`src/rtl/branch_history_unit.sv`:
```
// branch_history_unit: speculative global history with a FIFO of per-branch checkpoints,
// resolved in order at writeback with flush-and-restore on a misprediction.
module branch_history_unit #(
  parameter int DEPTH  = 4,
  parameter int HIST_W = 4
) (
  input  logic                      clk,
  input  logic                      reset_n,
  input  logic                      fetch_branch,
  input  logic                      fetch_predict_taken,
  input  logic [15:0]               fetch_pc,
  input  logic                      stall,
  input  logic                      resolve_valid,
  input  logic                      resolve_taken,
  output logic [HIST_W-1:0]         spec_history,
  output logic                      update_pattern,
  output logic [15:0]               resolved_pc,
  output logic [HIST_W-1:0]         wb_history,
  output logic                      wb_take_jump,
  output logic                      mispredict,
  output logic                      full,
  output logic                      empty,
  output logic [$clog2(DEPTH):0]    inflight_count
);
  localparam int PW = $clog2(DEPTH);
  localparam int CW = PW + 1;
  logic [15:0]       pc_mem   [DEPTH];
  logic [HIST_W-1:0] hist_mem [DEPTH];
  logic [DEPTH-1:0]  pred_mem;
  logic [PW-1:0]     head_q, head_d, tail_q, tail_d;
  logic [CW-1:0]     count_q, count_d;
  logic [HIST_W-1:0] spec_q, spec_d, wb_hist_q;
  logic [15:0]       res_pc_q;
  logic              upd_q, mis_q, take_q;
  logic              push, pop, mis;
  assign full  = count_q == CW'(DEPTH);
  assign empty = count_q == '0;
  assign push  = fetch_branch && !stall && !full;
  assign pop   = resolve_valid && !empty;
  assign mis   = pop && (resolve_taken != pred_mem[head_q]);
  // a misprediction flushes everything, so a same-cycle push is discarded
  always_comb begin
    head_d  = mis ? tail_q : head_q + PW'(pop);
    tail_d  = (push && !mis) ? tail_q + PW'(1) : tail_q;
    count_d = mis ? '0 : count_q + CW'(push) - CW'(pop);
    spec_d  = mis  ? {hist_mem[head_q][HIST_W-2:0], resolve_taken} :
              push ? {spec_q[HIST_W-2:0], fetch_predict_taken} : spec_q;
  end
  always_ff @(posedge clk) begin
    if (push) begin
      pc_mem[tail_q]   <= fetch_pc;
      hist_mem[tail_q] <= spec_q;
      pred_mem[tail_q] <= fetch_predict_taken;
    end
  end
  always_ff @(posedge clk or negedge reset_n) begin
    if (!reset_n) begin
      head_q    <= '0;
      tail_q    <= '0;
      count_q   <= '0;
      spec_q    <= '0;
      upd_q     <= 1'b0;
      mis_q     <= 1'b0;
      take_q    <= 1'b0;
      res_pc_q  <= '0;
      wb_hist_q <= '0;
    end else begin
      head_q  <= head_d;
      tail_q  <= tail_d;
      count_q <= count_d;
      spec_q  <= spec_d;
      upd_q   <= pop;
      mis_q   <= mis;
      if (pop) begin
        res_pc_q  <= pc_mem[head_q];
        wb_hist_q <= hist_mem[head_q];
        take_q    <= resolve_taken;
      end
    end
  end
  assign spec_history   = spec_q;
  assign update_pattern = upd_q;
  assign resolved_pc    = res_pc_q;
  assign wb_history     = wb_hist_q;
  assign wb_take_jump   = take_q;
  assign mispredict     = mis_q;
  assign inflight_count = count_q;
endmodule

```
`config.mk`:
```
export PLATFORM = sky130hd
export DESIGN_NAME = branch_history_unit
export DESIGN_NICKNAME = d
export VERILOG_FILES = /design/src/rtl/branch_history_unit.sv
export SDC_FILE = /design/constraint.sdc
export NUM_CORES = 1
export LEC_CHECK = 0
export ABC_AREA = 1
export CAP_MARGIN = 20
export CORE_MARGIN = 2
export CORE_UTILIZATION = 38
export DETAILED_ROUTE_END_ITERATION = 8
export GPL_TIMING_DRIVEN = 1
export PLACE_DENSITY = 0.58
export SLEW_MARGIN = 5
export SYNTH_ARGS = -nofsm -noshare
export SYNTH_HDL_FRONTEND = slang
export SYNTH_SLANG_ARGS = --single-unit
```
`constraint.sdc`:
```
create_clock -name clk -period 4.7 [get_ports clk]
set_clock_uncertainty 0.05 [all_clocks]
set_input_delay 0.94 -clock clk [delete_from_list [all_inputs] [get_ports clk]]
set_output_delay 0.94 -clock clk [all_outputs]
set_load 0.02 [all_outputs]
```
* Word level (Yosys, flattened, before mapping) *
Memory sizes are Yosys's and may differ from the RTL's. A register that Yosys moved wholly into a read port is not among the register bits.
Cells that the tools add are included.
W data, S select, Z words.

operators by class
  $add $sub $neg = 4
  equality and inequality tests = 2
  reduce and logical (&&, ||, !) cells = 13
  multiplexer cells = 11
  magnitude comparators = 3

operators with widths
  cell                   count
  $mux W4                2
  $logic_and A1 B1 Y1    6
  $lt A2 B3 Y1 const B   2
  $logic_not A1 Y1       5
  $bwmux W4              1
  $mux W1                4
  $add A3 B1 Y3          1
  $eq A3 B3 Y1 const B   1
  $logic_not A3 Y1       1
  $mux W3                1
  $sub A3 B1 Y3          1
  $add A2 B1 Y2          1
  $add A2 B1 Y2 const B  1
  $bmux W1 S2            1
  $demux W1 S2           1
  $ge A2 B1 Y1 const B   1
  $mux W2                1
  $reduce_bool A2 Y1     1
  $ne A1 B1 Y1           1

storage, ports and cells
  input port bits = 23
  register bits after elaboration = 22
  word-level logic and storage cells = 44
  memories kept = 2
  output and inout port bits = 32
  memory bits (writable) = 80

memories
  memory    words  width  rd ports  clocked after Yosys merged registers in  write ports  RTL line  source
  pc_mem    4      16     1         1                                        1            27        logic [15:0] pc_mem [DEPTH];
  hist_mem  4      4      1         0                                        1            28        logic [HIST_W-1:0] hist_mem [DEPTH];

* Logic depth before layout (Yosys ltp) *
  depth in word-level cells = 6
  gate-level depth with buffers = 12
  gate-level depth less buffers = 11

* Worst setup path after synthesis *
Ideal clock, no wire load.

  kind = input to register
  start = in fetch_branch
  end = mem hist_mem[0][0] (enable)
  cell stages on the path = 4
  arrival = 2.319 ns
  data required time = 4.251 ns
  buffers on the path = 0
  setup slack = 1.932 ns
  cells stage by stage = inv_1 > nor3_4 > inv_2 > nor2_1

on the way
  cells in the longest elaborated chain, start to end = 4

ends and longest elaborated chain
  element                           RTL line  source
  start: declaration                9         input logic fetch_branch,
  $logic_and A1 B1 Y1 (2 in a row)  38        assign push = fetch_branch && !stall && !full;
  $mux W1                           50        if (push) begin
  $mux W1 (not written as such)     52        hist_mem[tail_q] <= spec_q;
  end: declaration                  28

No other way between the ends.

* Worst setup path in the final report *
  start = in fetch_branch
  end = reg count_q[1] (netlist: inflight_count[1])

on the way
  cells in the longest elaborated chain, start to end = 5

ends and longest elaborated chain
  element                           RTL line  source
  $logic_and A1 B1 Y1 (2 in a row)  38
  $add A3 B1 Y3                     45        count_d = mis ? '0 : count_q + CW'(push) - CW'(pop);
  $sub A3 B1 Y3                     45
  $mux W3                           45
  net count_d[1]                    31        logic [CW-1:0] count_q, count_d;
  end signal: assignment            70        count_q <= count_d;
  end: declaration                  31

The timed path passes the listed nets, and every way through them passes these cells.
A chain may end at the register's enable or synchronous reset.

==> impl_results.md <==
* Reg2Reg Setup Slack at 2.26 ns
* Post-synth top area share at 53.8%
* Largest net degree at the start of global routing at 49
* Yosys cell types at 29
* Routed WL at 9.79 mm
* Final HPWL DP at 5.54 mm
* Max cap viols at 0
* Ys async rst share at 28.8%
* Skew-Pair Late Insertion Delay at 0.40 ns
* Total GRT Usage at 16.4%
* Largest family of logic cells by synthesized area: simple AND/OR/NAND/NOR gates
* Fmax at 0.342 GHz
* Area of the core at 12000 um^2
* Max VDD drop at 234 uV
* Worst slew margin at 35.7%
* Simple-gate share of the synthesized area at 14.0%
* IO Count at 55
* R2r startpoint: inflight_count[2]
* Setup CP Type: primary input to register
* Avg WL per Cell at 16.3 um
* Routed vias/inst at 4.93
* ANT nets after route at 0
* Postcts setup bufs at 0
* Startpoint class of the critical path: primary input
* Internal power at 0.00265 W
* Placed Instances at 567
* Pleak at 2.21 nW
* Setup Total Neg Slack at 0 ns
* Most frequent cells in the layout: 100 x nor2_1, 84 x edfxtp_1, 53 x clkdlybuf4s50_1
* Mux cell area share after synthesis at 0.240%
* RD Place Congestion at 0.756
* Post-Syn Area at 4690 um^2
* Fin crit share at 62.2%
* Status: finished, final reports clean
* CTS Root Buffer Type: clkbuf_16
* Antenna violations before repair at 0
* Post-CTS sizing at 0
* Diodes inserted at 0
* Inserted Clock Buffers at 17
* Reg clk slew, reported paths at 0.05 ns
* Slew Limit Fails at 0
* Num rows at 40
* Complex-gate fraction of the synthesized area at 7.15%
* Cts hold-fix bufs at 0
* Net Count, Synth at 409
* Peak fanout along the critical path at 9
* Grt ovf at 0
* Post-Syn Instances at 378
* Clock Path Buffers at 2
* Via Count at 2954
* Sw frac at 34.4%
* Setup crit end: inflight_count[1]
* Vias in the first global route at 3030
* Die area at 13200 um^2
* Avg Inst Size Synth at 12.4 um^2
* Synth Area in XOR/XNOR at 0.561%
* Number of flops mapped to enable cells by yosys at 84
* Initial Util at 39.0%
* Clock power share at 30.0%
* Final Non-Filler Cells at 599
* Cell Pwr Density at 682 nW/um^2
* 1st-iter DRT viols at 189
* Measured slew at the worst slew-check pin at 0.964 ns
* Main synth FF type: edfxtp_1
* Sequential power share at 37.9%
* DRC errors left at 0
* CTS H-tree lvls at 4
* RSZ-0062 raised after global routing: false
* Switching power at 0.00139 W
* TritonCTS Sinks at 118
* Final hold violations at 0
* Adder-cell share of the synthesized area at 2.30%
* Arr. time, crit path at 3.22 ns
* Worst hold path depth at 1
* Syn. warnings at 0
* RR Endpoint: inflight_count[1]
* Reg2Reg Depth at 10
* Top cell type by total area after synthesis: edfxtp_1
* CTS tree: yes
* Port Buffers at 54
* Synthesized flop and latch total at 118
* Leading cell type in the layout, fill and taps excluded: nor2_1
* Logic gate share of total power at 32.2%
* Final setup fails at 0
* WP data required at 4.99 ns
* Seq/Total Area, Yosys at 72.0%
* Layout cells sized above 1 at 12.4%
* Chip height at 115 um
* Pre-Repair DR Iteration Count at 5
* CP endpoint kind: register
* Syn-to-layout area delta at 26.6%
* First-pass GRT wire length at 16.1 mm
* Die Wd at 115 um
* Synth area leaders: edfxtp_1 54%, dfrtp_1 18%, nor2_1 8.3%, o21ai_0 4.3%, a31oi_1 2.7%
* Worst Setup SP: fetch_branch
* Fin nets at 470
* Minimum clock period at 2.92 ns
* Min-delay worst type: register to register
metal layers:
layer	vias to the layer above	global-route usage, %	share of wire (%)
li1	1443	-	-
met5	-	0	0
met2	67	26.9	50
met4	0	6.51	0.92
met3	5	4.59	4.6
met1	1439	20.9	44
registers in the layout, indices dropped and copies added (netlist names), 2 cells and up:
signal and cells:
pc_mem 64, resolved_pc 16, spec_history 4, head_q 2, pred_mem 4, tail_q 2, inflight_count 3, hist_mem 16
wb_history 4
critical path, stage by stage:
cell and delay (ns):
clkdlybuf4s50_1 0.45, inv_1 0.06, nor3_4 0.34, inv_2 0.18, ha_1 0.31, inv_1 0.04, ha_1 0.16, inv_1 0.06
fa_1 0.39, or2_1 0.23, inv_1 0.05
logic make-up after synthesis:
| kind of cell | count (synthesis) |
|---|---|
| fa+ha+maj | 8 |
| flops | 118 |
| compound gates | 62 |
| mux | 1 |
| buf+inv | 37 |
| simple gates | 149 |
| xor+xnor | 3 |
Yosys cell counts (2+ instances only):
cell      count
a31oi_1      20
buf_2         8
buf_4         3
buf_6         2
clkbuf_1      6
dfrtp_1      34
edfxtp_1     84
ha_1          7
inv_1        14
inv_2         3
nand2_1      16
nand2_2       2
nand3_1      15
nand3_2       3
nand4_1       3
nor2_1      104
o21ai_0      40
o21ai_1       2
xnor2_1       2
through the flow:
| stage | hold slack [ns] | util [%] | setup WS [ns] | instance area, um^2 | total power [W] |
|---|---|---|---|---|---|
| 2_1_floorplan | 0.441 | - | 1.93 | 4690 | 0.00235 |
| 3_3_place_gp | 0.445 | 44.7 | 1.42 | 5370 | 0.00284 |
| 3_5_place_dp | 0.451 | 44.7 | 1.36 | 5370 | 0.00287 |
| 4_1_cts | 0.463 | 49.4 | 1.78 | 5930 | 0.00409 |
| 5_1_grt | 0.488 | 49.4 | 1.67 | 5930 | 0.00431 |
| 6_report | 0.456 | 49.4 | 1.78 | 5930 | 0.00404 |
power groups by stage:
stage	registers, W	logic, W	clock network (W)
2_1_floorplan	0.00165	0.000709	0
3_3_place_gp	0.00155	0.00130	0
3_5_place_dp	0.00155	0.00132	0
4_1_cts	0.00154	0.00132	0.00123
5_1_grt	0.00156	0.00145	0.00129
6_report	0.00153	0.00130	0.00121
how the worst min path moves through the flow:
| stage | start | end | slack, ns |
|---|---|---|---|
| finish | wb_take_jump | wb_take_jump | 0.46 |
| global route | wb_take_jump | wb_take_jump | 0.49 |
| CTS | wb_take_jump | wb_take_jump | 0.46 |
| detailed placement | wb_take_jump | wb_take_jump | 0.45 |
| global placement | wb_take_jump | wb_take_jump | 0.44 |
| floorplan | tail_q[1] | tail_q[1] | 0.44 |
area by class of cell:
type                       count  area (um^2)
multi-input combinational    223         1150
timing repair buffer          61          588
fill                        1075         6080
clock buffer                  18          429
inverter                      18         70.1
tap                          147          184
sequential                   118         3370
clock inverter                14          136
Note: power is estimated with default switching activity, not from simulation.
